<file path="config.mk">
export PLATFORM = sky130hd
export DESIGN_NAME = ram_access_arbiter
export DESIGN_NICKNAME = d
export VERILOG_FILES = /design/src/rtl/ram_access_arbiter_pkg.sv /design/src/rtl/ram_access_arbiter_spi_cmd_capture.sv /design/src/rtl/ram_access_arbiter.sv
export SDC_FILE = /design/constraint.sdc
export NUM_CORES = 1
export LEC_CHECK = 0
export CAP_MARGIN = 10
export CORE_ASPECT_RATIO = 0.6
export CORE_UTILIZATION = 29
export CTS_CLUSTER_SIZE = 16
export DETAILED_ROUTE_END_ITERATION = 8
export PLACE_DENSITY_LB_ADDON = 0.12
export SETUP_SLACK_MARGIN = 0.02
export SLEW_MARGIN = 20
export SYNTH_ARGS = -nofsm -noshare
export SYNTH_HDL_FRONTEND = slang
export SYNTH_SLANG_ARGS = --single-unit
</file>
<file path="constraint.sdc">
create_clock -name clk -period 1.6 [get_ports clk]
set_input_delay 0.32 -clock clk [delete_from_list [all_inputs] [get_ports clk]]
set_output_delay 0.32 -clock clk [all_outputs]
set_load 0.1 [all_outputs]
</file>
<file path="src/rtl/ram_access_arbiter_pkg.sv">
// Shared types for the RAM access arbiter: SPI command codes, FSM state
// encodings and requester identity, plus the round-robin pick helper.
package ram_access_arbiter_pkg;

    typedef enum logic [1:0] {
        WR_ADDR = 2'b00,
        WR_DATA = 2'b01,
        RD_ADDR = 2'b10,
        RD_DATA = 2'b11
    } spi_cmd_t;

    // Plain vector encoding keeps the state register readable in older
    // tools and netlists.
    typedef logic [1:0] arb_state_t;
    localparam arb_state_t ST_IDLE    = 2'd0;
    localparam arb_state_t ST_ACCESS  = 2'd1;
    localparam arb_state_t ST_RD_WAIT = 2'd2;

    typedef enum logic {
        OWN_SPI  = 1'b0,
        OWN_HOST = 1'b1
    } owner_t;

    // When both requesters are ready the one that did not go last wins.
    function automatic owner_t rr_pick(input logic spi_rdy,
                                       input logic host_rdy,
                                       input owner_t last_owner);
        owner_t pick;
        if (spi_rdy && host_rdy) begin
            pick = (last_owner == OWN_HOST) ? OWN_SPI : OWN_HOST;
        end else if (spi_rdy) begin
            pick = OWN_SPI;
        end else begin
            pick = OWN_HOST;
        end
        return pick;
    endfunction

endpackage

</file>
<file path="src/rtl/ram_access_arbiter_spi_cmd_capture.sv">
// SPI word capture: rx_valid rising-edge detect, command decode, the SPI
// write/read address registers, the single pending-access slot and the
// sticky overflow flag.
module spi_cmd_capture
#(
    parameter int ADDR_SIZE = 8,
    parameter int MEM_WIDTH = 8
)
(
    input  logic                 clk,
    input  logic                 rst_n,
    input  logic [MEM_WIDTH+1:0] rx_data_i,
    input  logic                 rx_valid_i,
    input  logic                 slot_clear_i,
    output logic                 word_accepted_o,
    output logic                 slot_full_o,
    output logic                 slot_we_o,
    output logic [ADDR_SIZE-1:0] slot_addr_o,
    output logic [MEM_WIDTH-1:0] slot_wdata_o,
    output logic                 spi_ovf_o
);
    import ram_access_arbiter_pkg::*;

    logic                 rx_valid_q;
    logic [ADDR_SIZE-1:0] wr_addr_q, wr_addr_d;
    logic [ADDR_SIZE-1:0] rd_addr_q, rd_addr_d;
    logic                 slot_full_q, slot_full_d;
    logic                 slot_we_q, slot_we_d;
    logic [ADDR_SIZE-1:0] slot_addr_q, slot_addr_d;
    logic [MEM_WIDTH-1:0] slot_wdata_q, slot_wdata_d;
    logic                 spi_ovf_q, spi_ovf_d;

    logic                 accept;
    spi_cmd_t             cmd;
    logic [MEM_WIDTH-1:0] payload;

    // Decode an accepted word into address updates or a pending-slot fill.
    always_comb begin
        accept       = rx_valid_i & ~rx_valid_q;
        cmd          = spi_cmd_t'(rx_data_i[MEM_WIDTH+1 -: 2]);
        payload      = rx_data_i[MEM_WIDTH-1:0];
        wr_addr_d    = wr_addr_q;
        rd_addr_d    = rd_addr_q;
        slot_full_d  = slot_full_q;
        slot_we_d    = slot_we_q;
        slot_addr_d  = slot_addr_q;
        slot_wdata_d = slot_wdata_q;
        spi_ovf_d    = spi_ovf_q;

        if (slot_clear_i) begin
            slot_full_d = 1'b0;
        end

        if (accept) begin
            case (cmd)
                WR_ADDR: wr_addr_d = ADDR_SIZE'(payload);
                RD_ADDR: rd_addr_d = ADDR_SIZE'(payload);
                WR_DATA, RD_DATA: begin
                    // A slot emptying this very cycle can take the new word.
                    if (slot_full_q && !slot_clear_i) begin
                        spi_ovf_d = 1'b1;
                    end else begin
                        slot_full_d = 1'b1;
                        if (cmd == WR_DATA) begin
                            slot_we_d    = 1'b1;
                            slot_addr_d  = wr_addr_q;
                            slot_wdata_d = payload;
                        end else begin
                            slot_we_d    = 1'b0;
                            slot_addr_d  = rd_addr_q;
                        end
                    end
                end
                default: ;
            endcase
        end
    end

    // Register capture state with synchronous active-low reset.
    always_ff @(posedge clk) begin
        if (!rst_n) begin
            rx_valid_q   <= 1'b0;
            wr_addr_q    <= '0;
            rd_addr_q    <= '0;
            slot_full_q  <= 1'b0;
            slot_we_q    <= 1'b0;
            slot_addr_q  <= '0;
            slot_wdata_q <= '0;
            spi_ovf_q    <= 1'b0;
        end else begin
            rx_valid_q   <= rx_valid_i;
            wr_addr_q    <= wr_addr_d;
            rd_addr_q    <= rd_addr_d;
            slot_full_q  <= slot_full_d;
            slot_we_q    <= slot_we_d;
            slot_addr_q  <= slot_addr_d;
            slot_wdata_q <= slot_wdata_d;
            spi_ovf_q    <= spi_ovf_d;
        end
    end

    assign word_accepted_o = accept;
    assign slot_full_o     = slot_full_q;
    assign slot_we_o       = slot_we_q;
    assign slot_addr_o     = slot_addr_q;
    assign slot_wdata_o    = slot_wdata_q;
    assign spi_ovf_o       = spi_ovf_q;

endmodule

</file>
<file path="src/rtl/ram_access_arbiter.sv">
// Single-port RAM owner shared round-robin between the SPI slave and a
// local host port; returns read data to whichever side issued the read.
//
// state      | meaning
// -----------+--------------------------------------------------------
// ST_IDLE    | no access in flight; arbitrate ready requesters
// ST_ACCESS  | ram_en high for this one cycle; host_gnt if host owns
// ST_RD_WAIT | RAM read data valid; capture it into the owner's return
module ram_access_arbiter
#(
    parameter int ADDR_SIZE = 8,
    parameter int MEM_WIDTH = 8
)
(
    input  logic                 clk,
    input  logic                 rst_n,
    input  logic [MEM_WIDTH+1:0] rx_data,
    input  logic                 rx_valid,
    output logic [MEM_WIDTH-1:0] tx_data,
    output logic                 tx_valid,
    input  logic                 host_req,
    input  logic                 host_we,
    input  logic [ADDR_SIZE-1:0] host_addr,
    input  logic [MEM_WIDTH-1:0] host_wdata,
    output logic                 host_gnt,
    output logic                 host_rvalid,
    output logic [MEM_WIDTH-1:0] host_rdata,
    output logic                 ram_en,
    output logic                 ram_we,
    output logic [ADDR_SIZE-1:0] ram_addr,
    output logic [MEM_WIDTH-1:0] ram_wdata,
    input  logic [MEM_WIDTH-1:0] ram_rdata,
    output logic                 spi_ovf
);
    import ram_access_arbiter_pkg::*;

    arb_state_t           state_q, state_d;
    owner_t               last_owner_q, last_owner_d;
    owner_t               winner;
    logic                 ram_en_q, ram_en_d;
    logic                 ram_we_q, ram_we_d;
    logic [ADDR_SIZE-1:0] ram_addr_q, ram_addr_d;
    logic [MEM_WIDTH-1:0] ram_wdata_q, ram_wdata_d;
    logic                 host_gnt_q, host_gnt_d;
    logic                 host_rvalid_q, host_rvalid_d;
    logic [MEM_WIDTH-1:0] host_rdata_q, host_rdata_d;
    logic [MEM_WIDTH-1:0] tx_data_q, tx_data_d;
    logic                 tx_valid_q, tx_valid_d;

    logic                 word_accepted;
    logic                 slot_full;
    logic                 slot_we;
    logic [ADDR_SIZE-1:0] slot_addr;
    logic [MEM_WIDTH-1:0] slot_wdata;
    logic                 slot_clear;

    spi_cmd_capture #(
        .ADDR_SIZE (ADDR_SIZE),
        .MEM_WIDTH (MEM_WIDTH)
    ) u_spi_cmd_capture (
        .clk             (clk),
        .rst_n           (rst_n),
        .rx_data_i       (rx_data),
        .rx_valid_i      (rx_valid),
        .slot_clear_i    (slot_clear),
        .word_accepted_o (word_accepted),
        .slot_full_o     (slot_full),
        .slot_we_o       (slot_we),
        .slot_addr_o     (slot_addr),
        .slot_wdata_o    (slot_wdata),
        .spi_ovf_o       (spi_ovf)
    );

    // last_owner doubles as the owner of the access currently in flight.
    assign slot_clear = (state_q == ST_ACCESS) && (last_owner_q == OWN_SPI);

    // Arbitration, access issue and read-data return.
    always_comb begin
        winner        = rr_pick(slot_full, host_req, last_owner_q);
        state_d       = state_q;
        last_owner_d  = last_owner_q;
        ram_en_d      = 1'b0;
        ram_we_d      = 1'b0;
        ram_addr_d    = ram_addr_q;
        ram_wdata_d   = ram_wdata_q;
        host_gnt_d    = 1'b0;
        host_rvalid_d = 1'b0;
        host_rdata_d  = host_rdata_q;
        tx_data_d     = tx_data_q;
        tx_valid_d    = tx_valid_q;

        if (word_accepted) begin
            tx_valid_d = 1'b0;
        end

        case (state_q)
            ST_IDLE: begin
                if (slot_full || host_req) begin
                    state_d      = ST_ACCESS;
                    last_owner_d = winner;
                    ram_en_d     = 1'b1;
                    if (winner == OWN_SPI) begin
                        ram_we_d    = slot_we;
                        ram_addr_d  = slot_addr;
                        ram_wdata_d = slot_wdata;
                    end else begin
                        ram_we_d    = host_we;
                        ram_addr_d  = host_addr;
                        ram_wdata_d = host_wdata;
                        host_gnt_d  = 1'b1;
                    end
                end
            end
            ST_ACCESS: begin
                state_d = ram_we_q ? ST_IDLE : ST_RD_WAIT;
            end
            ST_RD_WAIT: begin
                state_d = ST_IDLE;
                if (last_owner_q == OWN_SPI) begin
                    tx_data_d  = ram_rdata;
                    tx_valid_d = 1'b1;
                end else begin
                    host_rdata_d  = ram_rdata;
                    host_rvalid_d = 1'b1;
                end
            end
            default: begin
                state_d = ST_IDLE;
            end
        endcase
    end

    // State and output registers; reset aborts any access in flight.
    always_ff @(posedge clk) begin
        if (!rst_n) begin
            state_q       <= ST_IDLE;
            last_owner_q  <= OWN_HOST;
            ram_en_q      <= 1'b0;
            ram_we_q      <= 1'b0;
            ram_addr_q    <= '0;
            ram_wdata_q   <= '0;
            host_gnt_q    <= 1'b0;
            host_rvalid_q <= 1'b0;
            host_rdata_q  <= '0;
            tx_data_q     <= '0;
            tx_valid_q    <= 1'b0;
        end else begin
            state_q       <= state_d;
            last_owner_q  <= last_owner_d;
            ram_en_q      <= ram_en_d;
            ram_we_q      <= ram_we_d;
            ram_addr_q    <= ram_addr_d;
            ram_wdata_q   <= ram_wdata_d;
            host_gnt_q    <= host_gnt_d;
            host_rvalid_q <= host_rvalid_d;
            host_rdata_q  <= host_rdata_d;
            tx_data_q     <= tx_data_d;
            tx_valid_q    <= tx_valid_d;
        end
    end

    assign ram_en      = ram_en_q;
    assign ram_we      = ram_we_q;
    assign ram_addr    = ram_addr_q;
    assign ram_wdata   = ram_wdata_q;
    assign host_gnt    = host_gnt_q;
    assign host_rvalid = host_rvalid_q;
    assign host_rdata  = host_rdata_q;
    assign tx_data     = tx_data_q;
    assign tx_valid    = tx_valid_q;

endmodule

</file>
# Yosys cells after proc, flatten, opt, wreduce, memory -nomap -nowiden
# Index checks and enable logic that the tools add are counted.
word_totals:
  regBits: 76
  inputBits: 39
  out_inout_bits: 38
  wordCells: 69
classes:
  eq_ne: 6
  muxes: 21
  bitwise_logic: 4
  n_reduce_logical: 19
ops:
  columns: ["cell", "count"]
  rows:
  - ["$mux 8", 3]
  - ["$mux 1", 15]
  - ["$reduce_and 2->1", 7]
  - ["$reduce_and 3->1", 3]
  - ["$eq 2x2->1 const B", 3]
  - ["$eq 2x1->1 const B", 2]
  - ["$logic_not 2->1", 2]
  - ["$mux 2", 2]
  - ["$pmux 2 s2", 1]
  - ["$reduce_and 4->1", 1]
  - ["$logic_and 1x1->1", 3]
  - ["$not 1->1", 3]
  - ["$ne 2x2->1 const B", 1]
  - ["$reduce_or 2->1", 1]
  - ["$and 1x1->1", 1]
  - ["$logic_not 1->1", 1]
  - ["$logic_or 1x1->1", 1]

# Longest topological paths before layout
# Gate-level depths: netlist (run 1).
logic_depth:
  depth_word: 7
  ltp_mapped: 6
  depth_no_buf: 4

# By module
# A second synthesis (run 1) with hierarchy kept.
unflattened:
  cells_unflattened: 321
  area_unflattened_um2: 3166.8
modules_own_cells:
  columns: ["module", "instances", "cells_each", "area_each_um2", "seq_area_each_um2"]
  rows:
  - ["ram_access_arbiter", 1, 177, 1759.2, 800.8]
  - ["spi_cmd_capture", 1, 144, 1407.6, 720.7]

# Worst setup path after synthesis (run 1)
# OpenSTA, ideal clock, no wires.
synth_timing:
  path_kind: "reg2reg"
  start: "register state_q[0]"
  end: "register u_spi_cmd_capture.slot_wdata_q[0], in the netlist u_spi_cmd_capture.slot_wdata_o[0]"
  arrival_time_ps: 1513
  setup_slack_ps: 15
  path_stages_with_launch: 6
  cell_sequence: "dfxtp_1 -> or3b_4 -> a21oi_4 -> and2b_1 -> buf_6 -> mux2i_1"
synth_between:
  elab_chain_len: 6
synth_lines:
  columns: ["item", "line_no", "rtl"]
  rows:
  - ["from (decl)", "ram_access_arbiter.sv:37", "arb_state_t state_q, state_d;"]
  - ["from (signal assigned)", "ram_access_arbiter.sv:148", "state_q <= state_d;"]
  - ["$eq 2x1->1", "ram_access_arbiter.sv:75", "assign slot_clear = (state_q == ST_ACCESS) && (last_owner_q == OWN_SPI);"]
  - ["$logic_and 1x1->1", "ram_access_arbiter.sv:75", null]
  - ["$logic_not 1->1", "ram_access_arbiter_spi_cmd_capture.sv:60", "if (slot_full_q && !slot_clear_i) begin"]
  - ["$logic_and 1x1->1", "ram_access_arbiter_spi_cmd_capture.sv:60", null]
  - ["$not 1->1 (no source line)", null, null]
  - ["$reduce_and 4->1 (no source line)", null, null]
  - ["to (signal assigned)", "ram_access_arbiter_spi_cmd_capture.sv:97", "slot_wdata_q <= slot_wdata_d;"]
  - ["to (decl)", "ram_access_arbiter_spi_cmd_capture.sv:30", "logic [MEM_WIDTH-1:0] slot_wdata_q, slot_wdata_d;"]
# Every way passes these cells.
# A chain may end at the register's enable or synchronous reset.

# Worst setup path in the final report (run 1)
layout_timing:
  start: "input rx_valid"
  end: "register u_spi_cmd_capture.rd_addr_q[6]"
layout_between:
  elab_chain_len: 2
layout_lines:
  columns: ["item", "line_no", "rtl"]
  rows:
  - ["from (decl)", "ram_access_arbiter.sv:18", "input logic rx_valid,"]
  - ["$and 1x1->1", "ram_access_arbiter_spi_cmd_capture.sv:39", "accept = rx_valid_i & ~rx_valid_q;"]
  - ["$reduce_and 2->1 (no source line)", null, null]
  - ["to (signal assigned)", "ram_access_arbiter_spi_cmd_capture.sv:93", "rd_addr_q <= rd_addr_d;"]
  - ["to (decl)", "ram_access_arbiter_spi_cmd_capture.sv:26", "logic [ADDR_SIZE-1:0] rd_addr_q, rd_addr_d;"]
# Every way passes these cells.

==> metrics.cfg, run 1 <==
[clock_network]
cts-root-buf = clkbuf_16
cts.clk_slew.worst_paths_ps = 50
h-tree-depth = 3
cts_setup_buffers = 0
cts_resized = 0
cts_buffers = 9
cts_tree = built
clk_latency_ps = 330
clk_path_buf_depth = 2
hold_buffers = 0
cts.sinks = 76

[die]
ios = 77
initial_core_util_pct = 30.9
num_rows = 27
die_area_mm2 = 0.0105
core-area_mm2 = 0.00946
die_x_um = 132
die_h_um = 79.7

[power_and_ir_drop]
internal_power_mw = 3.75
power.total_mw = 5.27
power_density_mw_per_mm2 = 1130
seqPwrFrac_pct = 39.5
combPwrFrac_pct = 22.0
switching_share_pct = 28.9
p_sw_mw = 1.52
ir_drop_mv = 0.590
pwr-share-clk_pct = 38.5
p_leak_nw = 1.93

[detailed_routing]
num_vias = 2337
drc = 0
drt_iter0_markers = 98
drt_wl_total_mm = 7.15
wl_per_cell_um = 13.6
ant_nets = 0
via_per_inst = 4.44
drt-pass1-iter-count = 4

[global_routing]
grt_first_pass_wirelength_mm = 11.9
grt_start_max_net_pins = 36
grt_pass1_vias = 2359
gr-total-overflow = 0
grt_antenna_before_repair = 0
grtUsageTotal_pct = 15.1

[layout]
utilization_pct = 49.2
postLayoutCellArea_mm2 = 0.00466
final_common_cell = dfxtp_1
multiInputGateArea_mm2 = 0.00129
diodes = 0
drive_gt1_share_pct = 21.0
syn_to_final_growth_pct = 59.5
fillers = 868
final_cell_mix = 76 x dfxtp_1, 57 x mux2i_1, 42 x buf_12, 38 x nor2_1, 38 x clkdlybuf4s50_1
regArea_mm2 = 0.00152
final_nets = 430

[sta]
rsz0062_at_grt = no
hold_ws_ps = 456
worst_pin_slew_ps = 347
fin_crit_sh_pct = 90.7
hold_viol = 0
skew_ps = 5.72
max_freq_mhz = 689
slew_viol_final = 0
setup_viol = 0
min_period_ps = 1450
slew-limit-headroom_pct = 76.8

[status]
status = completed

[placed_design]
portBuffers = 76
dpl.hpwl_mm = 5.32
placed_area_mm2 = 0.00435
place_congestion = 0.738

[critical_path]
cp.arrival_ps = 1660
ff2ff_setup_slack_ps = 170
endpoint_kind = flip-flop
critical_path_class = input port to flip-flop
critPathRequiredTime_ps = 1810
critPathLaunchType = input port
cp_max_fo = 8

[logic_synthesis]
syn_inst = 301
yosys_register_bits = 76
synthesis.nets = 340
synth_area_per_cell_um2 = 9.70
synth_warnings = 0
netlist-cell-type-count = 27
ys_seq_area_share_pct = 52.1
syn-cell-area_mm2 = 0.00292

[worst_hold_path]
hold_class = flip-flop to flip-flop

[flow_run]
drv_cap = 0

## registers in the layout (all words and copies together), names as in the netlist, 2 cells and up
name,count
host_rdata,8
ram_addr,8
ram_wdata,8
tx_data,8
u_spi_cmd_capture.rd_addr_q,8
u_spi_cmd_capture.slot_addr_o,8
u_spi_cmd_capture.slot_wdata_o,8
u_spi_cmd_capture.wr_addr_q,8
state_q,2
## kinds of logic after synthesis
group / synth area share [%]
and+or+nand+nor: 13.4
DFF: 52.1
muxes: 19.5
AOI/OAI and AO/OA: 10.8
buffers and inverters: 4.11
## power by group through the flow
stage	registers (mW)	clock network [mW]	logic (mW)
after floorplan	2.53	0	0.254
after global placement	2.12	0	1.16
after global routing	2.10	2.18	1.22
after CTS	2.08	2.10	1.17
final	2.08	2.03	1.16
after detailed placement	2.12	0	1.17
## routing by layer
metal,track usage (%),up-vias,part of all wire [%]
met5,0,-,0
met1,20.6,1074,52
met4,4.88,0,1.1
met2,21.3,40,42
met3,5.97,8,4.5
li1,-,1215,-
## worst max-delay path: stages
cell             delay [ps]
clkdlybuf4s50_1         510
nand2b_1                100
nor3b_1                 210
buf_4                   230
mux2i_1                 230
nor2_1                   50
## layout make-up
class | instances | area share [%]
Sequential cell | 76 | 32.7
Clock buffer | 11 | 5.43
Multi-Input combinational cell | 202 | 27.7
Inverter | 2 | 0.161
Timing Repair Buffer | 100 | 29.4
Clock inverter | 5 | 1.07
Tap cell | 130 | 3.49
## metrics by stage
stage / instances / setup TNS, ps / setup slack [ps]
6_report: 526 / 0 / 149
5_1_grt: 526 / 0 / 31.8
4_1_cts: 526 / 0 / 155
3_5_place_dp: 510 / -5250 / -161
3_3_place_gp: 510 / -4810 / -160
2_1_floorplan: 301 / 0 / 37.3
## path summary, 6_finish.rpt
kind / from / end / cells after the start
max: rx_valid / u_spi_cmd_capture.rd_addr_q[6] / 6
min: u_spi_cmd_capture.wr_addr_q[1] / u_spi_cmd_capture.wr_addr_q[1] / 2
max reg2reg: state_q[1] / u_spi_cmd_capture.slot_wdata_o[2] / 5
min reg2reg: u_spi_cmd_capture.wr_addr_q[1] / u_spi_cmd_capture.wr_addr_q[1] / 2
## Yosys cell counts, drive strengths merged
master | count | area (um^2)
nor3b | 2 | 15.0
nor2 | 38 | 143
nor3 | 2 | 10.0
buf | 12 | 73.8
mux2i | 57 | 571
o21a | 1 | 7.51
nand2 | 33 | 124
nand2b | 2 | 12.5
and3 | 1 | 6.26
clkbuf | 8 | 30.0
a21oi | 28 | 151
nor2b | 1 | 6.26
o21ai | 18 | 90.1
and2b | 1 | 7.51
or3b | 1 | 11.3
and2 | 2 | 12.5
or3 | 1 | 6.26
dfxtp | 76 | 1520
nand3b | 2 | 15.0
a211oi | 9 | 67.6
nor4 | 2 | 12.5
dlygate4sd1 | 1 | 8.76
nor4b | 1 | 8.76
inv | 2 | 7.51
Power figures use the tool's default switching activity.
==> run 2, diff against run 1 <==
--- a/config.mk
+++ b/config.mk
@@ -12,7 +12,6 @@
 export DETAILED_ROUTE_END_ITERATION = 8
 export PLACE_DENSITY_LB_ADDON = 0.12
 export SETUP_SLACK_MARGIN = 0.02
-export SLEW_MARGIN = 20
 export SYNTH_ARGS = -nofsm -noshare
 export SYNTH_HDL_FRONTEND = slang
 export SYNTH_SLANG_ARGS = --single-unit
==> results of run 2 <==
No change in the layout: final DEF, timing and power equal those of run 1.
